File: src/rtl/tt3_settle_timer.sv
// Per-vector settle counter: counts while enabled and wraps to
// zero on its terminal count, SETTLE cycles per wrap.
module tt3_settle_timer #(
    parameter int unsigned SETTLE = 2
) (
    input  logic clk,
    input  logic reset,
    input  logic clear,
    input  logic en,
    output logic tc
);

    logic [3:0] cnt_q;

    assign tc = (cnt_q == 4'(SETTLE - 1));

    always_ff @(posedge clk) begin
        if (reset || clear) begin
            cnt_q <= '0;
        end else if (en) begin
            cnt_q <= tc ? 4'd0 : cnt_q + 4'd1;
        end
    end

endmodule

File: config.mk
export PLATFORM = sky130hd
export DESIGN_NAME = tt3_settle_timer
export DESIGN_NICKNAME = d
export VERILOG_FILES = /design/src/rtl/tt3_settle_timer.sv
export SDC_FILE = /design/constraint.sdc
export NUM_CORES = 1
export LEC_CHECK = 0
export ABC_CLOCK_PERIOD_IN_PS = 1000
export BUFFER_PORTS_ARGS = -buffer_cell sky130_fd_sc_hd__buf_2
export CORE_AREA = 4 4 41 43
export DETAILED_ROUTE_END_ITERATION = 12
export DIE_AREA = 0 0 45 47
export GPL_ROUTABILITY_DRIVEN = 0
export PLACE_DENSITY = 0.3
export SKIP_CTS_REPAIR_TIMING = 1
export SLEW_MARGIN = 10
export SYNTH_ARGS = -nofsm -noshare
export SYNTH_HDL_FRONTEND = slang
export SYNTH_SLANG_ARGS = --single-unit
export TNS_END_PERCENT = 20
File: constraint.sdc
create_clock -name clk -period 1 [get_ports clk]
set_input_delay 0.25 -clock clk [delete_from_list [all_inputs] [get_ports clk]]
set_output_delay 0.25 -clock clk [all_outputs]
set_load 0.01 [all_outputs]
==> results by group <==
Critical path
  – CP max FO: 2
  – R2R setup slack: 0.05 ns
  – WP depth: 3
  – Worst reg2reg endpoint: cnt_q[3]$_SDFFE_PP0P_
  – Endpoint class of the critical path: primary output
  – Kind of critical path: reg2out
  – Crit path max-delay family: simple AND/OR/NAND/NOR gates
  – Critical path buffers and inverters: 1
  – Critical Path RT: between 0.7 and 0.8 ns
  – Setup crit start: cnt_q[2]$_SDFFE_PP0P_
  – Critical Path End: tc
  – RR Startpoint: cnt_q[2]$_SDFFE_PP0P_
  – Slowest stage delay, CP: slightly above 0.3 ns
  – Critical-path cell list: or2_4 -> nor3b_4 -> buf_2
  – Startpoint types: flip-flop
  – Slowest cell on crit path: dfxtp_2
  – Arrival time worst endpoint: between 1 and 1.5 ns
  – R2r worst-path depth: 3

STA
  – Max Clock Freq: roughly 0.75 GHz
  – Setup TNS: -0.336 ns
  – Worst-margin pin slew: between 0.15 and 0.2 ns
  – Crit share post-route: 134%
  – Final Max Tran Viols: 0
  – Worst Setup Slack, final: -0.336 ns
  – Setup Skew: around 0.0048 ns
  – Fin. Hold Viols: 0
  – Period minus WS final: between 1 and 1.5 ns
  – Rel. slew slack: between 80 and 90%
  – Setup repair after global routing missed its margin: true
  – Final setup vio count: 1

Detailed routing
  – Final ANT Viol Nets: 0
  – DRC viols: 0
  – Initial DRC count: 0
  – WL/cell: slightly below 9 um
  – Vias per cell: between 4 and 5
  – Pre-Repair DR Iteration Count: 1
  – Final wirelength: between 400 and 500 um
  – Via count: 185

Synthesis
  – Syn_area_per_cell: 9.88 sq um
  – Cell area after synthesis: 198 sq um
  – Seq cells post-synth: 4
  – Post-synth EDFFs: 0
  – Syn Nets: 24
  – Gate Count Post-Synth: 20
  – Most frequent cell after synthesis: dfxtp_1
  – Post-synth top flop: dfxtp_1
  – Ys Warns: 0
  – Synth async-reset ratio: 0%
  – Post-synthesis sequential area ratio: 40.5%
  – Unique masters post-synth: 13
  – Largest cells by area after synthesis: dfxtp_1 41%, nor3b_1 11%, nor3_1 7.6%
  – Cell taking the most area after synthesis: dfxtp_1
  – Share of the synthesized area in the top cell type: between 40% and 50%
  – Top cells by count, synth: 4 x dfxtp_1, 3 x nor3_1, 3 x nor3b_1

Final layout
  – Layout area overhead: 51.3%
  – Post-layout nets: 36
  – Final Instance Count excl. Fillers: 45
  – Antenna diode count: 0
  – Fraction of final layout cells sized beyond drive strength 1: between 50% and 60%
  – Largest Register: cnt_q
  – Top Registers: cnt_q: 4 flops
  – Largest register FFs: 4
  – Final instance area: between 200 and 300 sq um

Die
  – Die H: 47 um
  – Row cnt: 13
  – Die W: around 45 um
  – Initial core utilization: between 10% and 20%
  – Total die area: 2120 sq um
  – Placeable Area: approximately 1300 sq um
  – I/O pins: 5

Clock network
  – CTS tree: done
  – Root Buffer Master: clkbuf_4
  – Htree depth: 1
  – Max clock buf depth: 2
  – Total CTS buffers: 3
  – Worst skew pair latency: around 0.23 ns
  – Worst-path clk slew: roughly 0.030 ns
  – Clock Sinks: 4

Global route
  – Largest net degree at the start of global routing: 8
  – Congestion Overflow GR: 0
  – GRT Total Usage: approximately 5.2%
  – Antenna violations before repair: 0
  – Global-route wire length before repair: ~700 um
  – Number of global-route vias before repair: 189

Placed design
  – # port buffers: 4
  – Placed Area: roughly 270 sq um
  – Placed Instances: 42
  – Detailed placer's ending HPWL: between 300 and 400 um
  – DP Worst Slack: -0.119 ns

Run status
  – Outcome: finished, violations left
  – Failing checks: negative setup slack

Worst hold path
  – Hold crit path type: in2reg

Power
  – Leakage: roughly 0.12 nW
  – VDD IR max: 0.000487 V
  – PD cells: about 1300 nW/um^2

Run
  – Max-Cap Viols: 0
layout make-up:
type	instances	area (sq um)
Clock buffer	3	22.5
Fill cell	151	1000
Multi-Input combinational cell	16	131
Sequential cell	4	83.8
Tap cell	15	18.8
Timing Repair Buffer	7	42.5
report_power, final:
part / total [W] / internal, W / switching [W]
registers: 0.000165 / 0.000163 / 0.00000242
clock network: 0.000198 / 0.000134 / 0.0000638
logic: 0.0000358 / 0.0000184 / 0.0000174
total: 0.000399 / 0.000315 / 0.0000836
worst reg2reg max path: stages, from the launching register on:
cell and delay (ns):
dfxtp_2 0.31, buf_4 0.13, nand4_1 0.09, mux2_1 0.32
logic make-up after synthesis:
group / count (synthesis) / synth area share [%]
flip-flops: 4 / 40.5
XOR/XNOR: 1 / 4.43
AND/OR/NAND/NOR: 11 / 34.8
multiplexers: 2 / 11.4
AO/OA/AOI/OAI: 2 / 8.86
worst min path at each step:
stage / from / end / depth (start not counted)
after floorplan: reset / cnt_q[0]$_SDFFE_PP0P_ / 1
after global placement: reset / cnt_q[0]$_SDFFE_PP0P_ / 2
after detailed placement: reset / cnt_q[0]$_SDFFE_PP0P_ / 2
after CTS: reset / cnt_q[0]$_SDFFE_PP0P_ / 2
after global routing: clear / cnt_q[0]$_SDFFE_PP0P_ / 2
final: reset / cnt_q[0]$_SDFFE_PP0P_ / 2
cells in the final DEF, fill, tap and decap left out, drive strengths merged:
master	n
or2	1
nor2	1
buf	7
a32o	1
nand4	1
nor3b	3
xnor2	1
and3b	1
clkbuf	3
nor3	3
nand3	1
dfxtp	4
mux2	2
a211oi	1
metal layers:
layer | track usage, % | up-vias | wire length (um)
li1 | - | 98 | -
met1 | 4.34 | 83 | 173
met2 | 7.34 | 4 | 199
met3 | 5.75 | 0 | 29
met4 | 3.51 | 0 | 0
met5 | 0 | - | 0
per-stage QoR:
step	hold slack [ns]	power [W]	utilization, %
detailed placement	0.516	0.000204	21.0
global placement	0.519	0.000204	21.0
finish	0.270	0.000399	23.0
CTS	0.270	0.000415	22.7
floorplan	0.327	0.000183	-
global route	0.277	0.000434	23.0
No activity file was read; power rests on OpenSTA's default activity.
